===== config.mk =====
export PLATFORM = sky130hd
export DESIGN_NAME = comb_sweep_ctrl
export DESIGN_NICKNAME = d
export VERILOG_FILES = /design/src/rtl/comb_sweep_ctrl.sv
export SDC_FILE = /design/constraint.sdc
export NUM_CORES = 1
export LEC_CHECK = 0
export CORE_UTILIZATION = 51
export DETAILED_ROUTE_END_ITERATION = 12
export HOLD_SLACK_MARGIN = 0.06
export MAX_ROUTING_LAYER = met4
export PLACE_DENSITY = 0.89
export REMOVE_ABC_BUFFERS = 1
export SLEW_MARGIN = 25
export SYNTH_ARGS = -nofsm -noshare
export SYNTH_HDL_FRONTEND = slang
export SYNTH_SLANG_ARGS = --single-unit

===== constraint.sdc =====
create_clock -name clk -period 2.68 [get_ports clk]
set_input_delay 0.536 -clock clk [delete_from_list [all_inputs] [get_ports clk]]
set_output_delay 0.536 -clock clk [all_outputs]
set_load 0.02 [all_outputs]

===== src/rtl/comb_sweep_ctrl.sv =====
// Self-test sequencer for the 5-input selector block: walks all 32 input
// vectors, samples y after a settle window, and scores it against a golden table.
module comb_sweep_ctrl #(
    parameter int unsigned SETTLE_CYC = 1,
    parameter logic [31:0] EXPECT     = 32'h0000_0000
) (
    input  logic        clk,
    input  logic        rst,
    input  logic        start,
    output logic        sel,
    output logic        A,
    output logic        B,
    output logic        C,
    output logic        D,
    input  logic        y,
    output logic        busy,
    output logic        done,
    output logic [31:0] result,
    output logic [5:0]  err_cnt,
    output logic        pass
);

    localparam int unsigned IDX_W = 5;
    localparam int unsigned CNT_W = 4;
    localparam int unsigned ERR_W = 6;
    localparam int unsigned TT_W  = 32;

    localparam logic [CNT_W-1:0] RELOAD   = CNT_W'(SETTLE_CYC);
    localparam logic [IDX_W-1:0] LAST_IDX = IDX_W'(TT_W - 1);

    typedef enum logic [1:0] {
        IDLE   = 2'd0,
        SETTLE = 2'd1,
        SAMPLE = 2'd2,
        DONE   = 2'd3
    } state_t;

    // With no settle window each vector is sampled in its first cycle.
    localparam state_t FIRST_ST = (SETTLE_CYC > 0) ? SETTLE : SAMPLE;

    state_t             state, state_nxt;
    logic [IDX_W-1:0]   idx, idx_nxt;
    logic [CNT_W-1:0]   cnt, cnt_nxt;
    logic [TT_W-1:0]    result_nxt;
    logic [ERR_W-1:0]   err_nxt;
    logic               pass_nxt;
    logic               busy_nxt;
    logic               done_nxt;

    // The vector register drives the block directly, so its inputs never glitch.
    assign {sel, A, B, C, D} = idx;

    // State and datapath registers.
    always_ff @(posedge clk) begin
        if (rst) begin
            state   <= IDLE;
            idx     <= '0;
            cnt     <= '0;
            result  <= '0;
            err_cnt <= '0;
            pass    <= 1'b0;
            busy    <= 1'b0;
            done    <= 1'b0;
        end else begin
            state   <= state_nxt;
            idx     <= idx_nxt;
            cnt     <= cnt_nxt;
            result  <= result_nxt;
            err_cnt <= err_nxt;
            pass    <= pass_nxt;
            busy    <= busy_nxt;
            done    <= done_nxt;
        end
    end

    // Next-state and datapath update.
    always_comb begin
        state_nxt  = state;
        idx_nxt    = idx;
        cnt_nxt    = cnt;
        result_nxt = result;
        err_nxt    = err_cnt;
        pass_nxt   = pass;

        case (state)
            IDLE: begin
                if (start) begin
                    idx_nxt    = '0;
                    result_nxt = '0;
                    err_nxt    = '0;
                    pass_nxt   = 1'b0;
                    cnt_nxt    = RELOAD;
                    state_nxt  = FIRST_ST;
                end
            end
            SETTLE: begin
                cnt_nxt = cnt - CNT_W'(1);
                if (cnt == CNT_W'(1)) begin
                    state_nxt = SAMPLE;
                end
            end
            SAMPLE: begin
                result_nxt[idx] = y;
                if (y != EXPECT[idx]) begin
                    err_nxt = err_cnt + ERR_W'(1);
                end
                if (idx == LAST_IDX) begin
                    idx_nxt   = '0;
                    pass_nxt  = (err_nxt == '0);
                    state_nxt = DONE;
                end else begin
                    idx_nxt   = idx + IDX_W'(1);
                    cnt_nxt   = RELOAD;
                    state_nxt = FIRST_ST;
                end
            end
            DONE: begin
                state_nxt = IDLE;
            end
            default: begin
                state_nxt = IDLE;
            end
        endcase

        busy_nxt = (state_nxt == SETTLE) || (state_nxt == SAMPLE);
        done_nxt = (state_nxt == DONE);
    end

endmodule


-- Word-level counts from Yosys, hierarchy flattened
Memory sizes are Yosys's and may differ from the RTL's. A register that Yosys moved wholly into a read port is not among the register bits.
Cells that the tools add are included.
- register bits after elaboration: 52
- bits in latches: 0
- RAM bits: 0
- memory bits (read-only): 32
- output and inout bits: 46
- memories: 1
- add/sub/neg operators: 3
- $mul: 0
- div/mod/pow operators: 0
- $lt $le $gt $ge: 2
- eq/ne operators: 12
- shifts and indexed selects: 0
- mux-type cells: 25
- bitwise logic cells: 0
- reduce and logical (&&, ||, !) cells: 9
- memory list (name ; words ; width ; rd ports ; clocked after memory_dff ; wr ports ; RTL line ; source):
    (no name shown) ; 32 ; 1 ; 1 ; 1 ; 0 ; 104 ; if (y != EXPECT[idx]) begin
- operators with widths (operator ; number):
    $pmux 32 s2 ; 1
    $bwmux 32 ; 1
    $mux 32 ; 1
    $mux 5 ; 4
    $mux 6 ; 3
    $pmux 4 s3 ; 1
    $pmux 6 s2 ; 1
    $pmux 5 s2 ; 1
    $eq 2x2->1 const B ; 4
    $mux 4 ; 2
    $pmux 2 s4 ; 1
    $add 6x1->6 const B ; 1
    $logic_not 6->1 ; 1
    $lt 5x6->1 const B ; 1
    $mux 2 ; 3
    $ne 2x2->1 const B ; 3
    $reduce_and 3->1 ; 2
    $add 5x1->5 const B ; 1
    $demux 1 s5 ; 1
    $eq 5x5->1 const B ; 1
    $ge 5x1->1 const B ; 1
    $eq 2x1->1 const B ; 2
    $eq 4x1->1 const B ; 1
    $mux 1 ; 4
    other kinds (9) ; 9

-- Depth between registers and ports, before layout
- depth in word-level cells: 8
- mapped depth: 8

-- Least setup slack after synthesis
OpenSTA, ideal clock, no wires.
- path type: reg2reg
- start: register idx[1]
- end: register cnt[3]
- arrival: 1941 ps
- required time: 2602 ps
- slack: 661 ps
- stages on the path, launching flop included: 9
- buffers on the path: 1
- clock period less this slack: 2019 ps
- path through: dfxtp_1 ha_1 clkbuf_1 and3_1 ha_1 o21ai_0 nand3_1 xor2_1 nor3_1
- longest elaborated chain between the ends: 3
- RTL lines (item ; RTL line ; source):
    start: declaration ; 42 ; logic [IDX_W-1:0] idx, idx_nxt;
    start signal: assignment ; 66 ; idx <= idx_nxt;
    $eq 5x5->1 ; 107 ; if (idx == LAST_IDX) begin
    $ne 2x2->1 (no source line) ; -- ;
    $reduce_and 3->1 (no source line) ; -- ;
    end signal: assignment ; 67 ; cnt <= cnt_nxt;
    end: declaration ; 43 ; logic [CNT_W-1:0] cnt, cnt_nxt;
Every way passes these cells.
A chain may end at the register's enable or synchronous reset.

-- Final worst setup path
- start: register idx[4]
- end: output sel
- RTL lines (item ; RTL line ; source):
    end: declaration ; 10 ; output logic sel,
No word-level cell between the ends.

==> impl.org <==
** CTS
- TritonCTS built the clock tree.
- The later pin in the worst-skew pair is clocked with a latency of approximately 310 ps.
- In this run the post-CTS setup repair buffer count came out at 0.
- The clock passes through at most 2 buffers.
- After clock tree synthesis, the clock-pin slew on the worst setup and hold paths is roughly 100 ps.
- CTS root buffer :: clkbuf_8
- Inserted Clock Buffers :: 5
- Gates resized, CTS repair :: 0
- Clock tree synthesis found a total of 52 sinks.
- Number of buffers inserted by hold repair at cts :: 0
- H-Tree Depth :: 2

** Timing
- Setup repair after global routing left no endpoint under its margin.
- The worst path uses ~82% of the clock period.
- Sum of negative setup slack :: 0 ps
- For this run, the top clock speed supported by timing is between 400 and 500 MHz.
- Setup violations remaining at the end of the flow were counted as 0.
- Across the routed clock network, the largest skew measured is 11.2 ps.
- The number of endpoints with negative hold slack in the final report is 0.
- Slew at the pin closest to its max-slew limit :: approximately 600 ps
- The worst pin sits at a relative slew slack of 59.8%.
- The final count of pins violating max slew came to 0.
- Clock period minus final worst setup slack :: 2210 ps

** Critical path
- Largest incremental delay on the critical path :: 710 ps
- Worst Setup Start Kind :: flip-flop
- The critical path in this run is classified as flip-flop to output port.
- At the worst endpoint, the required time is about 2100 ps.
- Arrival @ worst endpoint :: approximately 1700 ps
- In this run the number of cells on the critical path is 1.
- STA classifies the critical path endpoint as an output port.
- The critical path goes through clkdlybuf4s50_1.
- Among all stages on the critical path, the largest delay is contributed by clkdlybuf4s50_1.
- Count of buffer and inverter cells on the critical path :: 1
- Maximum fanout along the worst path :: 14
- Counting cells, the worst reg-to-reg path comes to 7.
- R2r setup slk :: ~540 ps
- Crit-path leading delay family :: buffers and inverters

** Die
- Effective utilization at floorplan :: 53.0%
- Area of the die :: between 5000 and 6000 sq um
- Area of the core :: 4720 sq um
- Die Ht :: between 70 and 80 um
- I/O pin count :: 50
- Count of standard-cell rows :: 25
- Floorplan die width :: between 70 and 80 um

** Power and ir drop
- Leakage power :: ~0.0012 uW
- Dividing total power by cell area gives a power density of approximately 470 nW/um^2.
- Worst vdd ir :: ~0.32 mV

** Min path
- Hold-critical path depth :: 2
- The path class of the tightest hold or removal check is flip-flop to flip-flop.

** Synthesis
- Average cell area after synthesis :: about 9 sq um
- Cell area after technology mapping :: 2500 sq um
- By count the netlist is led by 52 x dfxtp_1, 36 x nor2_1, 24 x nand3_1.
- The top cell type by area accounts for a little over two fifths of the synthesized area.
- In this run, synthesis produced a sequential element count of 52.
- Yosys warns :: 0
- Synthesis produced roughly 290 cells.
- In this run, synthesis inferred 0 flip-flops with an integrated enable.
- After synthesis, the netlist uses 40 different library cells.
- By area the synthesized netlist is led by dfxtp_1 42%, mux2i_1 8.4%, nor2_1 5.4%.
- FFs w/ async S/R, synth :: 0%
- Most common cell in the synthesized netlist :: dfxtp_1
- Sequential cells were found to cover between 40% and 50% of the synthesized design area.
- Of all cell types, the one taking the most synthesized area is dfxtp_1.
- For this run, the leading register cell type out of synthesis is dfxtp_1.

** Run
- The tool flagged a number of max-cap violations equal to 0.

** Detailed routing
- Dividing the detail-routed wire length by the instance count gives 14.0 um.
- Number of vias in the routed layout :: 2201
- In this run, the number of DRC markers left after iteration 0 of detailed routing was 147.
- Dividing the detail-routed via count by the number of cells gives 5.61.
- The pre-antenna-repair detailed-routing pass consisted of 4 iterations.
- Routed wire length :: roughly 5500 um
- Antenna viol nets, final :: 0
- # DRC :: 0

** Finish
- Layout net count :: 337
- Finished Cell Area :: 3110 sq um
- Share of final-layout standard cells stronger than drive strength 1 :: slightly below 6%
- Area delta synth->final :: 24.5%
- The finished layout holds around 390 standard cells, fillers aside.
- Number of inserted diodes :: 0

** Global route
- GR Overflow Total :: 0
- The first global-routing pass estimated about 9000 um of wire.
- The number of antenna violations at the first check in global routing is 0.
- Gr usage total :: a little under a quarter
- The via count of the first global-routing pass came to between 1500 and 2000.
- Largest net degree at the start of global routing :: 25

** Run status
- Run status :: finished clean

** Placement
- Weighted congestion reported at the end of routability-driven placement :: 0.928
- After detailed placement, the total cell area comes to between 3000 and 4000 sq um.
- Count of input and output buffers :: 49
- Counting tap cells, the placed design contains a total of between 300 and 400 instances.
- Summed over all nets, the half-perimeter wirelength after detailed placement is around 3700 um.
## per-stage QoR
step | total power, uW | setup WS (ps) | util (%) | hold WS [ps]
floorplan | 893 | 601 | - | 484
global placement | 945 | 496 | 63.6 | 480
finish | 1470 | 474 | 65.9 | 499
detailed placement | 948 | 427 | 63.6 | 487
CTS | 1480 | 494 | 65.9 | 500
global route | 1530 | 372 | 65.9 | 518
## registers in the layout (all words and copies together) (netlist names)
signal	flops
result	32
done	1
idx	5
err_cnt	6
cnt	4
state	2
busy	1
pass	1
## routing by layer
metal	track usage, %	share of wire, %	vias up
met1	28.5	46	1038
met3	3.19	3.9	10
li1	-	-	1096
met4	9.80	1.9	0
met5	-	0	-
met2	36.1	48	57
## cells in the final DEF (no fill, tap or decap), drive strengths merged, types with 2 or more instances in the layout
cell / netlist / final
ha: 9 / 9
nand4: 14 / 14
nand3b: 2 / 2
or3: 3 / 3
mux2i: 21 / 21
clkbuf: 9 / 6
xnor2: 3 / 3
clkdlybuf4s50: 0 / 49
and3: 2 / 2
xor2: 2 / 2
a21oi: 20 / 20
nor2b: 5 / 5
nor2: 36 / 36
and3b: 3 / 3
inv: 4 / 5
o21ai: 6 / 6
buf: 14 / 6
nor3b: 6 / 6
nand2: 13 / 13
nor3: 9 / 9
o211ai: 12 / 12
a22oi: 4 / 4
nand3: 24 / 24
nand2b: 3 / 3
dfxtp: 52 / 52
## kinds of logic (layout without fill, tap and decap cells)
kind of cell    after synthesis  after routing  share of synthesized area, %
fa+ha+maj                     9              9                          4.50
compound gates               50             50                          12.7
flops                        52             52                          41.6
buf+inv                      27             67                          5.35
mux                          21             21                          8.40
xor+xnor                      5              5                          1.75
simple gates                121            121                          25.7
## final timing paths
check	from	endpoint
setup reg to reg	idx[1]	cnt[3]
hold reg to reg	result[31]	result[31]
hold / removal	result[31]	result[31]
setup / recovery	idx[4]	sel
## area by class of cell
class,count,area (sq um)
Clock buffer,6,72.6
Clock inverter,2,38.8
Fill cell,386,1610
Inverter,4,15.0
Multi-Input combinational cell,206,1330
Sequential cell,52,1040
Tap cell,67,83.8
Timing Repair Buffer,55,536
## where the power goes
| part | leakage, uW | total, uW | internal (uW) | switching (uW) |
|---|---|---|---|---|
| clock network | 0.0000558 | 538 | 282 | 256 |
| logic | 0.000743 | 134 | 48.8 | 85.6 |
| registers | 0.000420 | 798 | 785 | 13.4 |
Note: power is estimated with default switching activity, not from simulation.
